==> src/rtl/mul_64b_arbiter_if.sv <==
// Bundle of requester, multiplier and response signals around the shared 64x64 multiplier.
// The slave modport is the arbiter's view; master is the surrounding logic's view.
interface mul_64b_arbiter_if #(
  parameter int NUM_REQ = 4
);
  logic [NUM_REQ-1:0]    req_valid;
  logic [NUM_REQ-1:0]    req_ready;
  logic [64*NUM_REQ-1:0] req_a;
  logic [64*NUM_REQ-1:0] req_b;
  logic [63:0]           mul_a;
  logic [63:0]           mul_b;
  logic [127:0]          mul_p;
  logic [NUM_REQ-1:0]    rsp_valid;
  logic [127:0]          rsp_p;
  logic                  busy;

  modport master (
    output req_valid, req_a, req_b, mul_p,
    input  req_ready, mul_a, mul_b, rsp_valid, rsp_p, busy
  );

  modport slave (
    input  req_valid, req_a, req_b, mul_p,
    output req_ready, mul_a, mul_b, rsp_valid, rsp_p, busy
  );
endinterface

==> src/rtl/mul_64b_arbiter.sv <==
// Round-robin front end for one shared 64x64 multiplier: grants one operand pair per
// cycle, follows each product with a one-hot tag and returns it to its issuer.
module mul_64b_arbiter #(
  parameter int NUM_REQ = 4,
  parameter int MUL_LAT = 0
) (
  input  logic                 clk,
  input  logic                 rst,
  mul_64b_arbiter_if.slave     bus
);
  localparam int PTR_W = (NUM_REQ > 1) ? $clog2(NUM_REQ) : 1;

  typedef logic [NUM_REQ-1:0] tag_t;

  logic [PTR_W-1:0] ptr_q, ptr_d;
  logic [PTR_W-1:0] grant_idx;
  logic [PTR_W:0]   scan;
  logic             found;
  tag_t             grant;

  logic [63:0]  a_vec [NUM_REQ];
  logic [63:0]  b_vec [NUM_REQ];
  logic [63:0]  mul_a_q, mul_a_d;
  logic [63:0]  mul_b_q, mul_b_d;
  tag_t         tag_q [MUL_LAT+1];
  tag_t         tag_d [MUL_LAT+1];
  tag_t         rsp_valid_q, rsp_valid_d;
  logic [127:0] rsp_p_q, rsp_p_d;
  logic         busy_c;

  // Scan from the pointer with wrap; the first valid requester wins. Reset blocks grants.
  always_comb begin
    // NOTE: every always_comb output gets a default first so no path can infer a latch.
    grant     = '0;
    grant_idx = '0;
    found     = 1'b0;
    scan      = '0;
    for (int k = 0; k < NUM_REQ; k++) begin
      scan = {1'b0, ptr_q} + (PTR_W+1)'(k);
      if (scan >= (PTR_W+1)'(NUM_REQ)) scan = scan - (PTR_W+1)'(NUM_REQ);
      if (!found && !rst && bus.req_valid[scan[PTR_W-1:0]]) begin
        found     = 1'b1;
        grant_idx = scan[PTR_W-1:0];
      end
    end
    if (found) grant[grant_idx] = 1'b1;
  end

  always_comb begin
    for (int i = 0; i < NUM_REQ; i++) begin
      a_vec[i] = bus.req_a[64*i +: 64];
      b_vec[i] = bus.req_b[64*i +: 64];
    end
  end

  always_comb begin
    ptr_d   = ptr_q;
    mul_a_d = mul_a_q;
    mul_b_d = mul_b_q;
    // Operands only move on a grant so the multiplier sees no toggling while idle.
    if (found) begin
      ptr_d   = (grant_idx == PTR_W'(NUM_REQ-1)) ? '0 : grant_idx + 1'b1;
      mul_a_d = a_vec[grant_idx];
      mul_b_d = b_vec[grant_idx];
    end
    tag_d[0] = grant;
    for (int i = 1; i <= MUL_LAT; i++) tag_d[i] = tag_q[i-1];
    // The last tag stage lines up with mul_p; capture the product only when it is real.
    rsp_valid_d = tag_q[MUL_LAT];
    rsp_p_d     = (|tag_q[MUL_LAT]) ? bus.mul_p : rsp_p_q;
  end

  always_comb begin
    busy_c = |rsp_valid_q;
    for (int i = 0; i <= MUL_LAT; i++) busy_c = busy_c | (|tag_q[i]);
  end

  always_ff @(posedge clk) begin
    // NOTE: sequential state uses non-blocking assignments so every flop samples pre-edge values.
    if (rst) begin
      ptr_q       <= '0;
      mul_a_q     <= '0;
      mul_b_q     <= '0;
      // NOTE: the tag pipeline is reset because its contents are valid bits; dropping
      // them is what cancels every in-flight product.
      for (int i = 0; i <= MUL_LAT; i++) tag_q[i] <= '0;
      rsp_valid_q <= '0;
      rsp_p_q     <= '0;
    end else begin
      ptr_q       <= ptr_d;
      mul_a_q     <= mul_a_d;
      mul_b_q     <= mul_b_d;
      tag_q       <= tag_d;
      rsp_valid_q <= rsp_valid_d;
      rsp_p_q     <= rsp_p_d;
    end
  end

  assign bus.req_ready = grant;
  assign bus.mul_a     = mul_a_q;
  assign bus.mul_b     = mul_b_q;
  assign bus.rsp_valid = rsp_valid_q;
  assign bus.rsp_p     = rsp_p_q;
  assign bus.busy      = busy_c;
endmodule

==> src/flat_wrapper.sv <==
// flat-port wrapper written by rule: the top's interface ports become plain ports
module mul_64b_arbiter_flat 
#(
  parameter int NUM_REQ = 4,
  parameter int MUL_LAT = 0
)
  (clk, rst, bus_req_valid, bus_req_a, bus_req_b, bus_mul_p, bus_req_ready, bus_mul_a, bus_mul_b, bus_rsp_valid, bus_rsp_p, bus_busy);
  mul_64b_arbiter_if #(.NUM_REQ(NUM_REQ)) bus_i ();
  input  logic clk;
  input  logic rst;
  input wire logic [$bits(bus_i.req_valid)-1:0] bus_req_valid;
  input wire logic [$bits(bus_i.req_a)-1:0] bus_req_a;
  input wire logic [$bits(bus_i.req_b)-1:0] bus_req_b;
  input wire logic [$bits(bus_i.mul_p)-1:0] bus_mul_p;
  output wire logic [$bits(bus_i.req_ready)-1:0] bus_req_ready;
  output wire logic [$bits(bus_i.mul_a)-1:0] bus_mul_a;
  output wire logic [$bits(bus_i.mul_b)-1:0] bus_mul_b;
  output wire logic [$bits(bus_i.rsp_valid)-1:0] bus_rsp_valid;
  output wire logic [$bits(bus_i.rsp_p)-1:0] bus_rsp_p;
  output wire logic [$bits(bus_i.busy)-1:0] bus_busy;
  assign bus_i.req_valid = bus_req_valid;
  assign bus_i.req_a = bus_req_a;
  assign bus_i.req_b = bus_req_b;
  assign bus_i.mul_p = bus_mul_p;
  assign bus_req_ready = bus_i.req_ready;
  assign bus_mul_a = bus_i.mul_a;
  assign bus_mul_b = bus_i.mul_b;
  assign bus_rsp_valid = bus_i.rsp_valid;
  assign bus_rsp_p = bus_i.rsp_p;
  assign bus_busy = bus_i.busy;
  mul_64b_arbiter #(.NUM_REQ(NUM_REQ), .MUL_LAT(MUL_LAT)) u_core (.clk(clk), .rst(rst), .bus(bus_i));
endmodule
==> config.mk <==
export PLATFORM = sky130hd
export DESIGN_NAME = mul_64b_arbiter_flat
export DESIGN_NICKNAME = d
export VERILOG_FILES = /design/src/rtl/mul_64b_arbiter_if.sv /design/src/rtl/mul_64b_arbiter.sv /design/src/flat_wrapper.sv
export SDC_FILE = /design/constraint.sdc
export NUM_CORES = 1
export LEC_CHECK = 0
export ABC_AREA = 1
export CAP_MARGIN = 10
export CORE_AREA = 2 2 355 357
export CTS_BUF_LIST = sky130_fd_sc_hd__clkbuf_4 sky130_fd_sc_hd__clkbuf_8 sky130_fd_sc_hd__clkbuf_16
export DETAILED_ROUTE_END_ITERATION = 8
export DIE_AREA = 0 0 357 359
export GPL_ROUTABILITY_DRIVEN = 0
export HOLD_SLACK_MARGIN = 0.05
export PLACE_DENSITY_LB_ADDON = 0.08
export REMOVE_ABC_BUFFERS = 1
export SYNTH_ARGS = -nofsm -noshare
export SYNTH_HDL_FRONTEND = slang
export SYNTH_SLANG_ARGS = --single-unit
export TNS_END_PERCENT = 30
==> constraint.sdc <==
create_clock -name clk -period 5.6 [get_ports clk]
set_input_delay 1.12 -clock clk [delete_from_list [all_inputs] [get_ports clk]]
set_output_delay 1.12 -clock clk [all_outputs]
set_load 0.03 [all_outputs]
# ---- Word level (Yosys, flattened, before mapping)
# Index checks and enable logic that the tools add are counted.
dict set report classes {
  addsub 8
  bitwise_logic 2
  muxes 30
  eq_ne 1
  reduce_logical 14
  magnitude_cmp 11
}
# cell count
set op_table {}
lappend op_table {{64-bit binary-select mux with 2-bit select} 2}
lappend op_table {{64-bit two-way mux} 4}
lappend op_table {{2-bit two-way mux} 9}
lappend op_table {{2-bit by 3-bit less-than comparator with 1-bit output (second input constant)} 5}
lappend op_table {{3-bit >= comparator (second input constant)} 4}
lappend op_table {{1-bit two-way mux} 9}
lappend op_table {{1-bit binary-select mux with 2-bit select} 4}
lappend op_table {{1-bit logical AND} 8}
lappend op_table {{4-bit OR reduction} 2}
lappend op_table {{2-bit by 1-bit subtractor with 2-bit output (second input constant)} 4}
lappend op_table {{2-bit by 2-bit adder with 3-bit output (second input constant)} 2}
lappend op_table {{1-bit zero test} 4}
lappend op_table {{4-bit two-way mux} 1}
lappend op_table {{2-bit by 1-bit adder with 3-bit output (second input constant)} 1}
lappend op_table {{2-bit by 3-bit >= comparator with 1-bit output (second input constant)} 1}
lappend op_table {{2-bit inverter with 3-bit output} 1}
lappend op_table {{2-bit by 1-bit adder with 2-bit output (second input constant)} 1}
lappend op_table {{1-bit demux with 2-bit select} 1}
lappend op_table {{2-bit == test (second input constant)} 1}
lappend op_table {{2-bit by 1-bit >= comparator with 1-bit output (second input constant)} 1}
lappend op_table {{1-bit OR} 1}
dict set report word_totals {
  out_inout_bits 265
  ff_bits 266
  wordCells 72
}

# ---- Longest topological paths before layout
# Gate-level depths: netlist (run 1).
dict set report logic_depth {
  ltp_word 23
  depth_mapped 18
}

# ---- Least setup slack after synthesis (run 1)
# Ideal clock, no wire load.
dict set report synth_path {
  kind {input to output}
  start {input rst}
  end {output bus_req_ready[0]}
  t_required_ps 4480
  stages 11
  slack_ps 1462
  arrival_ps 3018
  cell_sequence {buf_2 > clkinv_1 > nand2_1 > nor2_1 > nor2_1 > o21ai_2 > nand2_2 > buf_6 > buf_2 > inv_2 > nor3_1}
}
dict set report synth_via {
  elab_chain_cells 20
}
# item line
set synth_rtl {}
lappend synth_rtl {{start, declared} flat_wrapper.sv:10} ;# input logic rst;
lappend synth_rtl {{1-bit zero test *} mul_64b_arbiter.sv:41} ;# if (!found && !rst && bus.req_valid[scan[PTR_W-1:0]]) begin
lappend synth_rtl {{1-bit logical AND} mul_64b_arbiter.sv:41}
lappend synth_rtl {{1-bit two-way mux} mul_64b_arbiter.sv:41}
lappend synth_rtl {{1-bit zero test} mul_64b_arbiter.sv:41}
lappend synth_rtl {{1-bit logical AND (2 in a row)} mul_64b_arbiter.sv:41}
lappend synth_rtl {{1-bit two-way mux} mul_64b_arbiter.sv:41}
lappend synth_rtl {{1-bit zero test} mul_64b_arbiter.sv:41}
lappend synth_rtl {{1-bit logical AND (2 in a row)} mul_64b_arbiter.sv:41}
lappend synth_rtl {{1-bit two-way mux} mul_64b_arbiter.sv:41}
lappend synth_rtl {{1-bit zero test} mul_64b_arbiter.sv:41}
lappend synth_rtl {{1-bit logical AND (2 in a row)} mul_64b_arbiter.sv:41}
lappend synth_rtl {{2-bit two-way mux} mul_64b_arbiter.sv:41}
lappend synth_rtl {{2-bit by 3-bit less-than comparator with 1-bit output (implied by the code) or 2-bit by 1-bit >= comparator with 1-bit output (tied branches)} mul_64b_arbiter.sv:46} ;# if (found) grant[grant_idx] = 1'b1;
lappend synth_rtl {{1-bit logical AND (implied by the code)} mul_64b_arbiter.sv:46}
lappend synth_rtl {{1-bit two-way mux (implied by the code)} mul_64b_arbiter.sv:46}
lappend synth_rtl {{1-bit demux with 2-bit select} n/a}
lappend synth_rtl {{4-bit two-way mux *} mul_64b_arbiter.sv:46}
lappend synth_rtl {{end, declared} flat_wrapper.sv:15} ;# output wire logic [$bits(bus_i.req_ready)-1:0] bus_req_ready;
# Every way passes the cells marked *; elsewhere a longest branch is shown, timed or not.

# ---- Worst setup path after layout (run 1)
dict set report layout_path {
  start {input rst}
  end {output bus_req_ready[3]}
}
# The elaborated chain is that of the path after synthesis.

==> results of run 1 <==
[state kept, by name, indices dropped and copies added, names as in the netlist]
register,flops
u_core.rsp_valid_d,4
u_core.bus.mul_a,64
u_core.bus.rsp_valid,4
u_core.ptr_q,2
u_core.bus.mul_b,64
u_core.bus.rsp_p,128
[logic make-up after synthesis]
family / synth area share [%]
adders and majority gates: 0.0770
DFF: 32.8
buffers and inverters: 20.7
AOI/OAI and AO/OA: 8.12
and+or+nand+nor: 38.3
[cell type report]
class	instances	area, um^2	area share [%]
Clock inverter	17	196	0.692
Antenna cell	11	27.5	0.0969
Timing Repair Buffer	933	9350	32.9
Tap cell	1650	2060	7.27
Sequential cell	266	5330	18.7
Clock buffer	64	1330	4.66
Inverter	660	2490	8.77
Multi-Input combinational cell	1613	7630	26.9
[cell usage in the layout, fill, tap and decap left out, types with 11 or more instances in the layout]
| master | count |
|---|---|
| nand2_1 | 419 |
| o21ai_1 | 11 |
| clkdlybuf4s50_1 | 906 |
| nor2_1 | 270 |
| nand3b_1 | 128 |
| nand3_1 | 519 |
| clkbuf_16 | 45 |
| dfxtp_1 | 266 |
| inv_1 | 654 |
| buf_4 | 21 |
| diode_2 | 11 |
| o21ai_0 | 247 |
[critical path: cells and delay by family]
kind	cells	cell delay, ns
fa+ha+maj	1	0.19
buf+inv	5	1.26
simple gates	4	0.71
compound gates	1	0.22
[where the power goes]
part	switching (W)	leakage (nW)	total, W	internal (W)
sequential	0.000400	2.21	0.00308	0.00268
clock	0.00115	0.771	0.00294	0.00179
combinational	0.00627	10.9	0.00948	0.00320
[cells in the mapped netlist]
| master | instances |
|---|---|
| ha_1 | 1 |
| nand2_2 | 4 |
| nor2_1 | 270 |
| buf_4 | 4 |
| inv_4 | 1 |
| nor3_1 | 2 |
| nand4_1 | 2 |
| nor4_1 | 2 |
| buf_2 | 95 |
| nand3_2 | 1 |
| nor2_2 | 1 |
| inv_2 | 3 |
| nand3_1 | 520 |
| a211oi_1 | 1 |
| o21ai_0 | 247 |
| buf_1 | 21 |
| inv_1 | 655 |
| buf_6 | 1 |
| clkbuf_1 | 77 |
| o21ai_2 | 1 |
| dfxtp_1 | 266 |
| clkinv_1 | 1 |
| a21oi_1 | 1 |
| o21ai_1 | 11 |
| nand3b_1 | 128 |
| nand2_1 | 420 |
| o21bai_1 | 1 |
[worst paths after layout]
path                                           endpoint  slack [ns]  cells past startpoint
worst min register to register  u_core.bus.rsp_valid[2]        0.43                      2
worst max-delay path                   bus_req_ready[3]        0.94                     11
worst min-delay path            u_core.bus.rsp_valid[2]        0.43                      2
worst max register to register      u_core.bus.mul_b[6]        2.06                     13
[per-stage QoR]
stage | total power [W] | setup TNS, ns
final | 0.0155 | 0
after detailed placement | 0.0129 | 0
after floorplan | 0.00997 | -2073.26
after global routing | 0.0168 | 0
after global placement | 0.0129 | 0
after CTS | 0.0160 | 0
[per-layer routing]
metal  track usage [%]  wire [um]
met1              15.8      37600
met5                 0        448
met2              25.3      47100
met3              6.62       9970
met4              3.81       2200
==> out/qor.csv, run 1 <==
stage,metric,value,unit
status,status,"finished, final reports clean",
cts,clockRootBuffer,clkbuf_16,
synth,synth_largest_area_cell,dfxtp_1,
timing,period_share,83.3,%
placement,place_hpwl,71.4,mm
cts,post_cts_buffers,0,
floorplanning,dieHeight,359,um
synth,ys_seq_elements,266,
floorplanning,row_count,130,
timing,slew_headroom,34.9,%
synth,synth_top_area_share,32.8,%
cts,ctsHoldBuffers,0,
layout,fin_cells,5214,
worst_setup_path,end_kind,primary output,
layout,synthToLayoutAreaGrowth,74.8,%
timing,maxSlewViolCount,0,
worst_setup_path,cp.required,4.48,ns
timing,rsz0062_at_grt,no,
drt,avgViaCountPerCell,3.77,
cts,clk_latency,0.61,ns
floorplanning,die_area,128000,um^2
cts,cts_tree,done,
timing,hold_viol,0,
layout,final_core_util,22.8,%
worst_setup_path,crit_type,in -> out,
cts,cts_buffers,44,
global_routing,grt_overflow_total,0,
worst_setup_path,cp.arrival,3.54,ns
layout,nets,4165,
layout,layout-drive-gt1-share,3.49,%
placement,io_buffers,910,
layout,fillers,14300,
global_routing,track_usage,14.6,%
floorplanning,core,125000,um^2
global_routing,antenna_found_initial,52,
synth,ys.warnings.count,0,
placement,dp_slack,0.900,ns
drt,dr.pass1.iters,5,
worst_hold_path,hp-class,reg -> reg,
cts,cts_sinks,266,
synth,synth.area.top_cells,"dfxtp_1, nand3_1, inv_1",
drt,final_antenna_net_count,0,
power,ir_drop,0.381,mV
synth,netlist_instances,2737,
worst_setup_path,r2r-start,u_core.ptr_q[0],
placement,dp.cells,5122,
synth,syn_avg_cell_area,5.94,um^2
run,drv_cap,0,
drt,drc_errors,0,
power,p_leak,13.9,nW
global_routing,grt_max_degree,168,
cts,ctsResizeCount,0,
floorplanning,io_pins,911,
timing,max_freq,214,MHz
worst_hold_path,min_from,u_core.rsp_valid_d[2],
worst_setup_path,path_max_fanout,41,
timing,tightest_slew,0.977,ns
synth,ys_seq_area_share,32.8,%
worst_setup_path,cpPeakStageDelay,0.66,ns
cts,clk_pin_slew_worst_paths,0.05,ns
worst_setup_path,slowest_stage,clkdlybuf4s50_1,
worst_setup_path,cp_common_cell,nand2_1,
timing,min_period,4.66,ns
worst_setup_path,crit_chain,clkdlybuf4s50_1 -> inv_8 -> nand2_1 -> o21ai_1 -> nand3_4 -> nand2_8 -> inv_2 -> ha_1 -> nand2_1 -> inv_1 -> buf_4,
timing,fin_hold_ws,0.427,ns
timing,worst_slack,0.937,ns
drt,drtIter0Drc,876,
drt,routed_wl,97.3,mm
floorplanning,initial_core_util,13.0,%
floorplanning,die_w,357,um
layout,fin_area,28400,um^2
worst_setup_path,startpoint_type,primary input,
drt,wl_per_cell,18.7,um
power,p_per_area,545,nW/um^2
worst_setup_path,startpoint,rst,
placement,placed_area,26900,um^2
global_routing,grt_pass1_vias,19700,
cts,h-tree-depth,2,
synth,ys_types,27,
drt,vias,19700,
timing,finalSetupViolations,0,
cts,cts_max_path_buffers,3,
synth,mappedNetlistArea,16300,um^2
timing,skew,0.0368,ns
global_routing,grt_pass1_wl,138,mm
Power figures use the tool's default switching activity.
==> inputs of run 2 (changes only) <==
- CORE_AREA: 2 2 355 357 -> 2 2 357 359
- DIE_AREA: 0 0 357 359 -> 0 0 359 361
- clock period: 5.6 -> 4.6 ns (I/O delays scaled with it)
==> out/qor.csv, run 2 (synthesized netlist as in run 1, its figures left out) <==
stage,metric,value,unit,change
floorplanning,core,125000,um^2,about the same
layout,final_common_cell,clkdlybuf4s50_1,,unchanged
floorplanning,initial_core_util,13.0,%,about the same
global_routing,grt_pass1_vias,20000,,was 19700
worst_setup_path,cp.arrival,3.36,ns,was 3.54 ns
floorplanning,die_w,359,um,was 357 um
floorplanning,row_count,130,,unchanged
drt,avgViaCountPerCell,3.78,,was 3.77
cts,post_cts_buffers,0,,unchanged
drt,drtIter0Drc,781,,was 876
global_routing,grt_max_degree,166,,was 168
cts,clk_pin_slew_worst_paths,0.06,ns,was 0.05 ns
layout,final_core_util,22.6,%,was 22.8%
cts,clk_latency,0.60,ns,was 0.61 ns
global_routing,grt_pass1_wl,139,mm,was 138 mm
worst_setup_path,end_kind,primary output,,unchanged
timing,tightest_slew,1.05,ns,was 0.977 ns
timing,hold_viol,0,,unchanged
power,p_clk_share,17.8,%,was 19.0%
drt,final_antenna_net_count,0,,unchanged
cts,clockRootBuffer,clkbuf_16,,unchanged
global_routing,antenna_found_initial,42,,was 52
floorplanning,die_area,130000,um^2,was 128000 um^2
layout,fin_cells,5207,,was 5214
drt,dr.pass1.iters,5,,unchanged
power,ir_drop,0.503,mV,was 0.381 mV
floorplanning,dieHeight,361,um,was 359 um
cts,cts_sinks,266,,unchanged
timing,rsz0062_at_grt,no,,unchanged
layout,layout-drive-gt1-share,3.30,%,was 3.49%
global_routing,grt_overflow_total,0,,unchanged
layout,final_cell_mix,"clkdlybuf4s50_1, inv_1, nand3_1, nand2_1, nor2_1",,unchanged
timing,skew,0.0184,ns,was 0.0368 ns
floorplanning,io_pins,911,,unchanged
layout,fin_area,28300,um^2,was 28400 um^2
cts,cts_tree,done,,unchanged
worst_setup_path,path_max_fanout,6,,was 41
worst_hold_path,min_from,u_core.rsp_valid_d[0],,was u_core.rsp_valid_d[2]
timing,period_share,92.9,%,
power,p_per_area,659,nW/um^2,was 545 nW/um^2
placement,dp.cells,5124,,was 5122
timing,max_freq,234,MHz,
worst_hold_path,hp-class,reg -> reg,,unchanged
power,seqPwrFrac,20.0,%,was 19.9%
power,pwr-share-comb,62.1,%,was 61.2%
power,p_leak,13.9,nW,about the same
drt,vias,19700,,about the same
layout,synthToLayoutAreaGrowth,74.4,%,was 74.8%
power,internal-power,0.00919,W,was 0.00767 W
layout,largest_register_ffs,128,,unchanged
placement,io_buffers,910,,unchanged
timing,maxSlewViolCount,0,,unchanged
cts,cts_max_path_buffers,3,,unchanged
worst_setup_path,startpoint_type,primary input,,unchanged
cts,ctsResizeCount,0,,unchanged
layout,nets,4165,,unchanged
global_routing,track_usage,14.4,%,was 14.6%
timing,finalSetupViolations,0,,unchanged
timing,min_period,4.28,ns,
cts,ctsHoldBuffers,0,,unchanged
run,drv_cap,0,,unchanged
worst_setup_path,r2r-start,u_core.ptr_q[0],,unchanged
drt,routed_wl,97.0,mm,was 97.3 mm
cts,h-tree-depth,2,,unchanged
worst_setup_path,cp.required,3.68,ns,was 4.48 ns
drt,drc_errors,0,,unchanged
cts,cts_buffers,42,,was 44
layout,fillers,14300,,about the same
placement,place_hpwl,70.1,mm,was 71.4 mm
placement,placed_area,26900,um^2,about the same
power,p_switching,0.00947,W,was 0.00782 W
status,status,"finished, final reports clean",,unchanged
worst_setup_path,crit_type,in -> out,,unchanged
worst_setup_path,startpoint,bus_req_valid[0],,was rst
drt,wl_per_cell,18.6,um,was 18.7 um
power,swShare,50.8,%,was 50.5%
timing,slew_headroom,30.2,%,was 34.9%
## run 2: changes by cell type in the layout (fill, tap and decap cells not counted), sizes merged
cell | before | now
clkinv | 11 | 7
bufinv | 3 | 1
clkdlybuf4s50 | 906 | 908
diode | 11 | 9
clkbuf | 64 | 63
## run 2: worst max-delay path, stage by stage
cell and delay [ns]:
clkdlybuf4s50_1 0.42, inv_1 0.06, nand2_1 0.04, nand2_1 0.11, nand2_1 0.09, nand2_2 0.11, nand4_1 0.19, o21ai_4 0.26
nand2_8 0.08, inv_2 0.11, ha_1 0.15, nand2_1 0.09, inv_1 0.07, clkdlybuf4s50_1 0.65
## run 2: final timing paths
kind                              to  slack [ns]  depth (start not counted)
max reg2reg     u_core.bus.mul_a[12]        1.17                         14
min          u_core.bus.rsp_valid[0]        0.43                          2
min reg2reg  u_core.bus.rsp_valid[0]        0.43                          2
max                 bus_req_ready[3]        0.32                         14
## run 2: stage by stage
stage	TNS (ns)	total power, W	hold slack (ns)	setup WS [ns]
5_1_grt	0	0.0203	0.466	0.139
3_5_place_dp	0	0.0157	0.433	0.298
2_1_floorplan	-2311.66	0.0120	0.403	-10.00
6_report	0	0.0187	0.429	0.324
4_1_cts	0	0.0193	0.433	0.297
3_3_place_gp	0	0.0158	0.437	0.275
## run 2: per-layer routing
layer / up-vias / wire, um / track usage, %
li1: 9919 / - / -
met1: 8968 / 36900 / 15.1
met2: 632 / 48500 / 26.1
met3: 126 / 9650 / 6.61
met4: 52 / 1610 / 2.88
met5: - / 320 / 0
## run 2: cell type report
| class | count | area [um^2] | share of cell area [%] |
|---|---|---|---|
| tap | 1650 | 2060 | 7.28 |
| sequential | 266 | 5330 | 18.8 |
| timing repair buffer | 935 | 9400 | 33.2 |
| clock buffer | 63 | 1280 | 4.51 |
| multi-input combinational | 1613 | 7630 | 26.9 |
| clock inverter | 11 | 126 | 0.446 |
| antenna | 9 | 22.5 | 0.0795 |
| inverter | 660 | 2490 | 8.79 |
## run 2: power by group through the flow
| stage | registers (W) | logic (W) | clock network [W] |
|---|---|---|---|
| 2_1_floorplan | 0.00559 | 0.00640 | 0 |
| 3_3_place_gp | 0.00379 | 0.0120 | 0 |
| 3_5_place_dp | 0.00380 | 0.0119 | 0 |
| 4_1_cts | 0.00376 | 0.0120 | 0.00353 |
| 5_1_grt | 0.00387 | 0.0128 | 0.00358 |
| 6_report | 0.00374 | 0.0116 | 0.00333 |
==> inputs of run 3 (changes only) <==
- MAX_ROUTING_LAYER: not set -> met4
==> out/qor.csv, run 3 (synthesized netlist as in run 1, its figures left out) <==
stage,metric,value,unit,change
layout,synthToLayoutAreaGrowth,74.9,%,was 74.4%
power,p_per_area,656,nW/um^2,was 659 nW/um^2
floorplanning,dieHeight,361,um,unchanged
drt,final_antenna_net_count,0,,unchanged
floorplanning,core,125000,um^2,unchanged
placement,place_hpwl,70.1,mm,unchanged
worst_setup_path,crit_family,buffers and inverters,,unchanged
global_routing,grt_pass1_wl,139,mm,about the same
layout,fillers,14300,,about the same
layout,largest_register_ffs,128,,unchanged
drt,dr.pass1.iters,5,,unchanged
cts,ctsHoldBuffers,0,,unchanged
floorplanning,die_area,130000,um^2,unchanged
worst_setup_path,path_max_fanout,6,,unchanged
layout,layout-drive-gt1-share,3.30,%,unchanged
worst_setup_path,crit_buf_inv,5,,unchanged
timing,rsz0062_at_grt,no,,unchanged
global_routing,grt_overflow_total,0,,unchanged
drt,drtIter0Drc,865,,was 781
timing,fin_hold_ws,0.429,ns,about the same
placement,io_buffers,910,,unchanged
cts,clk_latency,0.61,ns,was 0.60 ns
timing,skew,0.0168,ns,was 0.0184 ns
global_routing,grt_pass1_vias,20000,,about the same
layout,multi_input_area,7630,um^2,unchanged
worst_setup_path,slowest_stage,clkdlybuf4s50_1,,unchanged
worst_setup_path,cpPeakStageDelay,0.65,ns,about the same
layout,final_cell_mix,"clkdlybuf4s50_1, inv_1, nand3_1, nand2_1, nor2_1",,unchanged
timing,slew_headroom,28.5,%,was 30.2%
worst_setup_path,cp.required,3.68,ns,about the same
cts,cts_tree,done,,unchanged
timing,maxSlewViolCount,0,,unchanged
worst_setup_path,crit_chain,clkdlybuf4s50_1 -> inv_1 -> nand2_1 -> nand2_1 -> nand2_1 -> nand2_2 -> nand4_1 -> o21ai_4 -> nand2_8 -> inv_2 -> ha_1 -> nand2_1 -> inv_1 -> clkdlybuf4s50_1,,unchanged
worst_setup_path,cp.arrival,3.36,ns,about the same
timing,period_share,93.0,%,was 92.9%
floorplanning,row_count,130,,unchanged
run,drv_cap,0,,unchanged
timing,tightest_slew,1.07,ns,was 1.05 ns
floorplanning,io_pins,911,,unchanged
cts,cts_max_path_buffers,3,,unchanged
cts,ctsResizeCount,0,,unchanged
cts,clk_pin_slew_worst_paths,0.06,ns,about the same
cts,cts_sinks,266,,unchanged
status,status,"finished, final reports clean",,unchanged
drt,routed_wl,96.9,mm,was 97.0 mm
drt,avgViaCountPerCell,3.75,,was 3.78
layout,final_core_util,22.7,%,was 22.6%
worst_setup_path,cp_common_cell,nand2_1,,unchanged
layout,nets,4165,,unchanged
drt,drc_errors,0,,unchanged
global_routing,antenna_found_initial,44,,was 42
drt,vias,19700,,about the same
worst_hold_path,hp-class,reg -> reg,,unchanged
timing,min_period,4.28,ns,about the same
power,ir_drop,0.499,mV,was 0.503 mV
floorplanning,initial_core_util,13.0,%,unchanged
worst_setup_path,end_kind,primary output,,unchanged
cts,clockRootBuffer,clkbuf_16,,unchanged
global_routing,grt_max_degree,166,,unchanged
cts,post_cts_buffers,0,,unchanged
power,p_leak,13.9,nW,about the same
drt,wl_per_cell,18.5,um,was 18.6 um
layout,final_common_cell,clkdlybuf4s50_1,,unchanged
worst_setup_path,crit_type,in -> out,,unchanged
timing,finalSetupViolations,0,,unchanged
worst_setup_path,startpoint_type,primary input,,unchanged
layout,regArea,5330,um^2,unchanged
floorplanning,die_w,359,um,unchanged
cts,h-tree-depth,2,,unchanged
global_routing,track_usage,14.8,%,was 14.4%
cts,cts_buffers,42,,unchanged
timing,max_freq,234,MHz,about the same
timing,hold_viol,0,,unchanged
## run 3: cell types whose count changed in the layout (fill, tap and decap cells not counted)
cell	before	now
diode_2	9	40
## run 3: layer usage
metal,track usage (%),wire length [um]
met2,26.1,48600
met5,-,0
met1,15.4,38000
met3,6.19,8840
met4,2.88,1540
## run 3: per-stage QoR
stage | total power [W] | setup WS, ns | cell area (um^2) | instances | TNS, ns
after global placement | 0.0158 | 0.275 | 26900 | 5124 | 0
final | 0.0187 | 0.321 | 28400 | 5238 | 0
after floorplan | 0.0120 | -10.00 | 15400 | 2539 | -2311.66
after CTS | 0.0193 | 0.297 | 28300 | 5198 | 0
after global routing | 0.0203 | 0.139 | 28400 | 5237 | 0
after detailed placement | 0.0157 | 0.298 | 26900 | 5124 | 0
## run 3: final cells by class
class                   instances  share of cell area [%]
flip-flops and latches        266                    18.7
repair buffers                935                    33.1
inverters                     660                    8.76
clock buffers                  63                    4.50
diodes                         40                   0.352
multi-input cells            1613                    26.9
clock inverters                11                   0.445
well taps                    1650                    7.26
## run 3: report_power, final
group,switching (W),internal [W],total [W],leakage [nW]
clock network,0.00135,0.00198,0.00333,0.706
logic,0.00763,0.00395,0.0116,10.9
registers,0.000482,0.00326,0.00374,2.21
## run 3: path summary, 6_finish.rpt
kind | endpoint | from | cells past startpoint | slack (ns)
min reg2reg | u_core.bus.rsp_valid[0] | u_core.rsp_valid_d[0] | 2 | 0.43
max | bus_req_ready[3] | bus_req_valid[0] | 14 | 0.32
min | u_core.bus.rsp_valid[0] | u_core.rsp_valid_d[0] | 2 | 0.43
max reg2reg | u_core.bus.mul_a[22] | u_core.ptr_q[0] | 15 | 1.21
## run 3: worst min-delay path: cells and delay by family, from the launching register on
family	cells	cell delay, ns
buf+inv	1	0.05
flops	1	0.31
simple gates	1	0.03
